===== src/rtl/alu_issue_seq.sv =====
// alu_issue_seq -- fetch/decode/issue sequencer for the 9-bit ISA datapath.
//
// This block fetches 9-bit instructions over a req/ack instruction-memory
// port. It decodes each instruction into register-file addresses and ALU
// controls. It takes branches from the ALU condition flag, and it halts on
// the terminate condition (branch class with cond == 3'b111).
//
// Instruction format:
//   IR[8] = 0  ALU class    : op = IR[7:5], rd = IR[4:2], rs = IR[1:0]
//   IR[8] = 1  branch class : cond = IR[7:5], off = IR[4:0] (signed)
//
// Ports:
//   Clk, Reset            clock, asynchronous active-high reset
//   Start                 begin execution at RESET_PC (IDLE/HALT only)
//   imem_req/addr/ack/data instruction fetch handshake
//   rf_raddr_a/b, rf_waddr, rf_we   register-file control
//   alu_op, alu_cond, imm_sel, imm_val, cond_flag   ALU control / status
//   pc, busy, done, retired         status
//
// Optional feature: define ALU_ISSUE_RETIRE_CNT_EN to implement the 16-bit
// retired-instruction counter. When it is undefined, retired reads as zero
// and no counter flops exist.

package alu_issue_seq_pkg;
  // ALU opcodes the sequencer itself needs to know about.
  localparam logic [2:0] KADD  = 3'd0;
  localparam logic [2:0] KSUB  = 3'd1;
  localparam logic [2:0] KMOVI = 3'd5;

  // Branch condition that terminates the program.
  localparam logic [2:0] COND_HALT = 3'b111;

  typedef enum logic [2:0] {
    S_IDLE,
    S_FETCH,
    S_DECODE,
    S_EXEC,
    S_HALT
  } state_t;
endpackage

module alu_issue_seq
  import alu_issue_seq_pkg::*;
#(
  parameter int              PW       = 8,
  parameter logic [PW-1:0]   RESET_PC = '0
) (
  input  logic          Clk,
  input  logic          Reset,
  input  logic          Start,
  output logic          imem_req,
  output logic [PW-1:0] imem_addr,
  input  logic          imem_ack,
  input  logic [8:0]    imem_data,
  output logic [2:0]    rf_raddr_a,
  output logic [2:0]    rf_raddr_b,
  output logic [2:0]    rf_waddr,
  output logic          rf_we,
  output logic [2:0]    alu_op,
  output logic [2:0]    alu_cond,
  output logic          imm_sel,
  output logic [7:0]    imm_val,
  input  logic          cond_flag,
  output logic [PW-1:0] pc,
  output logic          busy,
  output logic          done,
  output logic [15:0]   retired
);

  state_t        state, state_nxt;
  logic [PW-1:0] pc_nxt;
  logic [8:0]    ir;
  logic          load_ir;

  logic          is_branch;
  logic          is_halt;
  logic [PW-1:0] branch_off;

  assign is_branch  = ir[8];
  assign is_halt    = is_branch && (ir[7:5] == COND_HALT);
  // Sign-extend the 5-bit offset to PC width. The add below wraps modulo 2^PW.
  assign branch_off = PW'($signed(ir[4:0]));

  // NOTE: sequential state uses non-blocking assignments only, so every flop
  // samples the pre-edge values regardless of statement order.
  always_ff @(posedge Clk or posedge Reset) begin
    if (Reset) begin
      state <= S_IDLE;
      pc    <= RESET_PC;
      ir    <= '0;
    end else begin
      state <= state_nxt;
      pc    <= pc_nxt;
      if (load_ir) ir <= imem_data;
    end
  end

  // NOTE: every signal written here gets a default first, so no path through
  // the case statement can leave one unassigned and infer a latch.
  always_comb begin
    state_nxt = state;
    pc_nxt    = pc;
    load_ir   = 1'b0;
    unique case (state)
      S_IDLE, S_HALT: begin
        if (Start) begin
          state_nxt = S_FETCH;
          pc_nxt    = RESET_PC;
        end
      end
      S_FETCH: begin
        if (imem_ack) begin
          load_ir   = 1'b1;
          state_nxt = S_DECODE;
        end
      end
      S_DECODE: state_nxt = S_EXEC;
      S_EXEC: begin
        if (is_halt) begin
          state_nxt = S_HALT;
        end else begin
          state_nxt = S_FETCH;
          if (is_branch && cond_flag) pc_nxt = pc + branch_off;
          else                        pc_nxt = pc + PW'(1);
        end
      end
      default: state_nxt = S_IDLE;
    endcase
  end

  // Status and handshake outputs decode straight from the state register, so
  // an asynchronous reset removes rf_we and imem_req at once.
  assign imem_req  = (state == S_FETCH);
  assign imem_addr = pc;
  assign rf_we     = (state == S_EXEC) && !is_branch;
  assign busy      = (state == S_FETCH) || (state == S_DECODE) || (state == S_EXEC);
  assign done      = (state == S_HALT);

  // Decode depends on IR alone, so the controls stay stable from DECODE
  // through EXEC even while a new fetch is pending.
  always_comb begin
    alu_op     = ir[7:5];
    alu_cond   = 3'd0;
    rf_raddr_a = ir[4:2];
    rf_raddr_b = {1'b0, ir[1:0]};
    rf_waddr   = ir[4:2];
    imm_sel    = (ir[7:5] == KMOVI);
    imm_val    = {6'b0, ir[1:0]};
    if (is_branch) begin
      // A branch compares r0 against r1 with a subtract. The ALU then
      // evaluates cond on that result.
      alu_op     = KSUB;
      alu_cond   = ir[7:5];
      rf_raddr_a = 3'd0;
      rf_raddr_b = 3'd1;
      rf_waddr   = 3'd0;
      imm_sel    = 1'b0;
      imm_val    = 8'd0;
    end
  end

`ifdef ALU_ISSUE_RETIRE_CNT_EN
  logic [15:0] retired_q;

  // Counts every EXEC cycle, including the halt. Only Reset clears it.
  always_ff @(posedge Clk or posedge Reset) begin
    if (Reset)                 retired_q <= 16'h0000;
    else if (state == S_EXEC)  retired_q <= retired_q + 16'd1;
  end

  assign retired = retired_q;
`else
  assign retired = 16'h0000;
`endif

endmodule


===== config.mk =====
export PLATFORM = sky130hd
export DESIGN_NAME = alu_issue_seq
export DESIGN_NICKNAME = d
export VERILOG_FILES = /design/src/rtl/alu_issue_seq.sv
export SDC_FILE = /design/constraint.sdc
export NUM_CORES = 1
export LEC_CHECK = 0
export ABC_CLOCK_PERIOD_IN_PS = 5300
export BUFFER_PORTS_ARGS = -buffer_cell sky130_fd_sc_hd__buf_2
export CAP_MARGIN = 15
export CORE_MARGIN = 1.5
export CORE_UTILIZATION = 30
export CTS_CLUSTER_DIAMETER = 40
export DETAILED_ROUTE_END_ITERATION = 6
export HOLD_SLACK_MARGIN = 0.15
export PLACE_DENSITY = 0.59
export SLEW_MARGIN = 20
export SYNTH_ARGS = -nofsm -noshare
export SYNTH_HDL_FRONTEND = slang
export SYNTH_SLANG_ARGS = --single-unit

===== constraint.sdc =====
create_clock -name Clk -period 5.3 [get_ports Clk]
set_input_delay 0.53 -clock Clk [delete_from_list [all_inputs] [get_ports Clk]]
set_output_delay 0.53 -clock Clk [all_outputs]
set_load 0.01 [all_outputs]

**Word level (Yosys, flattened, before mapping)**

Cells that the tools add are included.

- Bits in registers: 20
- Logic and storage cells: 41

- Add/sub/neg operators: 2
- Reductions and logical operators: 11
- Mux-type cells: 16
- Equal/unequal tests: 9

Operators by type and width:

| kind | number |
|---|---|
| $mux 8 | 3 |
| $mux 3 | 6 |
| $pmux 8 s2 | 1 |
| $pmux 3 s4 | 1 |
| $eq 3x3->1 const B | 3 |
| $add 8x1->8 const B | 1 |
| $add 8x8->8 | 1 |
| $eq 3x2->1 const B | 2 |
| $mux 2 | 2 |
| $ne 2x2->1 const B | 2 |
| $eq 3x1->1 const B | 1 |
| $logic_and 1x1->1 | 3 |
| $logic_not 3->1 | 1 |
| $mux 1 | 3 |
| $reduce_and 3->1 | 1 |
| $logic_or 1x1->1 | 2 |
| $ne 2x1->1 const B | 1 |
| $reduce_and 2->1 | 1 |
| $reduce_bool 2->1 | 1 |
| $reduce_or 2->1 | 1 |
| $logic_not 1->1 | 1 |

**Depth between registers and ports, before layout**

- Depth in word-level cells: 4
- Depth in mapped cells: 10

**Worst setup path after synthesis**

Ideal clock, no wire load.

- Kind: register to register
- Start: register ir[8]
- End: register pc[6] (netlist: imem_addr[6])
- Period minus slack after synthesis: 2.313 ns
- Setup time: 0.127 ns
- Buffers on the path: 2
- Slack: 2.987 ns
- Data required time: 5.173 ns
- Stages on the path, launching flop included: 11
- Arrival time: 2.186 ns
- Cells stage by stage: dfrtp_1 > buf_4 > clkbuf_1 > nand3b_1 > ha_1 > fa_1 > a21o_1 > a21oi_2 > maj3_1 > mux2i_1 > nand3_1

- Cells in the longest elaborated chain, start to end: 4
- Elaborated cells between the ends (all ways): 7

Ends and longest elaborated chain:

| item | line | RTL |
|---|---|---|
| start: declaration | 72 | `logic [8:0] ir;` |
| start signal: assignment | 94 | `if (load_ir) ir <= imem_data;` |
| $logic_and 1x1->1 | 123 | `if (is_branch && cond_flag) pc_nxt = pc + branch_off;` |
| $mux 8 | 123 |  |
| $mux 8 | 119 | `if (is_halt) begin` |
| $pmux 8 s2 | 104 | `unique case (state)` |
| end signal: assignment | 93 | `pc <= pc_nxt;` |
| end: declaration | 64 | `output logic [PW-1:0] pc,` |

Several ways; a longest one is shown, not always the timed one. The select of a mux whose other input is x is not followed.
A chain may end at the register's enable or synchronous reset.

**Final worst setup path**

Ends and elaborated chain as after synthesis.

==> summary.txt <==
Status
  – Outcome: complete, no violations

Clocking
  – CTS tree: built
  – Clk slew on worst S/H paths: approximately 70 ps
  – Max clock buf depth: 2
  – Num CTS Buffers: 3
  – Setup bufs post-CTS: 0
  – Cts hold-fix bufs: 0
  – Clk root buf: clkbuf_8
  – Clock latency on the worst-skew pair: 250 ps
  – H-tree depth reported by CTS: 1
  – Resized Gates After CTS: 0
  – Sink Count: 20

GRT
  – GRT Total Usage: 10.5%
  – Initial antenna violation count: 0
  – Vias in the first global route: approximately 940
  – First-pass GRT wire length: between 4000 and 5000 um
  – Pin count of the biggest net entering global routing: 21
  – GR Overflow Total: 0

Power and ir drop
  – Maximum vdd ir drop: approximately 150 uV
  – Power Density: approximately 530 nW/um^2
  – Leak: around 0.94 nW

Die
  – Io pins: 74
  – Die W: about 75 um
  – Die Y: about 75 um
  – Initial core utilization: roughly 31%
  – Core Box Area: roughly 5000 um^2
  – Row count: 26
  – DIE AREA: around 5600 um^2

STA
  – Final slew viol count: 0
  – Relative slew slack: 48.8%
  – Worst-Margin Slew: 767 ps
  – Final Hold Fails: 0
  – Fmax achieved: approximately 400 MHz
  – Clk_skew: 3.29 ps
  – Hold WS: between 400 and 500 ps
  – Setup violators final: 0
  – Total negative setup slack: 0 ps
  – Post-layout min period: 2480 ps
  – Min setup slack post-route: 2820 ps
  – Part of the cycle the worst path needs: a little under half
  – RSZ-0062 raised after global routing: no

Logic synthesis
  – Synth Flop Type: dfrtp_1
  – Yosys warns: 0
  – Biggest area consumer among synthesized cells: dfrtp_1
  – Area contributors post-synth: dfrtp_1, buf_4, mux2_2, ha_1, nor2b_1
  – Yosys cell types: 46
  – Syn Std Cell Area: between 1500 and 2000 um^2
  – Syn_area_per_cell: about 9.8 um^2
  – Cells after synthesis: 160
  – EDFF count, synth: 0
  – Top cell type's share of synthesized area: 32.1%
  – Part of the Yosys area used for sequential elements: 32.1%
  – Asr flop ratio synth: between 90% and 100%
  – Post-synthesis register bit count: 20

Placed design
  – IO Port Bufs: 50
  – Routability congestion estimate: approximately 0.85
  – Post-placement cell count: 264
  – DP HPWL: about 2300 um
  – Dpl ws: 2810 ps

Detailed routing
  – Avg WL per Cell: between 10 and 15 um
  – DR vias: roughly 1100
  – DR iter-0 viols: 22
  – Via/cell ratio: roughly 4.2
  – Post-route DRC violation count: 0
  – Drt total wl: 2880 um
  – Drt pass-1 iters: 4
  – Final ANT Viol Nets: 0

Job
  – Max Cap Violations: 0

Cells and area
  – Layout cells sized above 1: around two fifths
  – Final Non-Filler Cells: ~270
  – Commonest non-fill, non-tap cells in the layout: buf_2, conb_1, dfrtp_1
  – Commonest non-fill, non-tap cell in the layout: buf_2
  – Nets: 220
  – # diodes: 0
  – Utilization after layout: 34.6%
  – Area grow syn2layout: 12.4%

Hold path
  – Hold Path Class: in2async

Setup path
  – Critical path startpoint category: flop
  – Worst Path Required: between 5000 and 6000 ps
  – Setup CP Type: reg2reg
  – Crit Path Max Fanout: 20
  – Crit. End Element: flop
  – Worst Path Arrival: between 2000 and 3000 ps
cells by family (layout without fill, tap and decap cells):
kind of cell    Yosys count  count (layout)  share of synthesized area (%)
buf+inv                  44              60                           19.5
compound gates           28              28                           12.7
flops                    20              20                           32.1
xor+xnor                  3               3                           1.68
simple gates             44              44                           18.6
fa+ha+maj                 9               9                           7.45
other cells               1              23                          0.240
mux                      11              11                           7.77
layout make-up:
| type | count | area (um^2) |
|---|---|---|
| clock buffers | 4 | 55.1 |
| fillers | 562 | 3320 |
| inverters | 6 | 22.5 |
| multi-input cells | 118 | 840 |
| flip-flops and latches | 20 | 500 |
| well taps | 70 | 87.6 |
| repair buffers | 50 | 250 |
critical path: stages (launching register included):
cell,delay (ps)
dfrtp_1,700
nand3b_1,150
ha_1,260
fa_1,420
a21o_1,180
a21oi_2,170
maj3_1,210
mux2i_1,190
nand3_1,80
final timing paths:
path / start / endpoint / slack [ps] / cells after the start
max: ir[8] / imem_addr[6] / 2820 / 8
min: Reset / ir[5] / 400 / 2
max reg2reg: ir[8] / imem_addr[6] / 2820 / 8
min reg2reg: ir[2] / ir[2] / 520 / 1
max in group asynchronous: Reset / imem_addr[7] / 4410 / 2
min in group Clk: imem_data[7] / ir[7] / 500 / 2
power breakdown:
group	switching (mW)	internal [mW]	leakage, nW
Sequential	0.0863	0.218	0.251
Combinational	0.265	0.245	0.662
Clock	0.0484	0.0660	0.0288
routing by layer:
| metal | track usage [%] | vias up | share of wire (%) |
|---|---|---|---|
| li1 | - | 568 | - |
| met1 | 14.6 | 518 | 46 |
| met2 | 16.2 | 34 | 48 |
| met3 | 2.41 | 2 | 5.1 |
| met4 | 2.98 | 0 | 0.42 |
| met5 | 0 | - | 0 |
per-stage QoR:
stage	cell area, um^2	power [mW]
after floorplan	1640	0.717
after global placement	1700	0.819
after detailed placement	1700	0.823
after CTS	1760	0.944
after global routing	1760	1.03
final	1760	0.928
registers in the layout (all words and copies together), names as in the netlist:
register / count
state: 3
imem_addr: 8
ir: 9
synthesized netlist by cell type, types with 4 or more instances:
library cell  count
nand2_1           6
buf_4            37
nor2_1            4
ha_1              6
and2_1            4
nor2b_1           8
dfrtp_1          20
mux2_2            9
o21ai_0           7
inv_1             5
(Power assumes the default switching activity.)
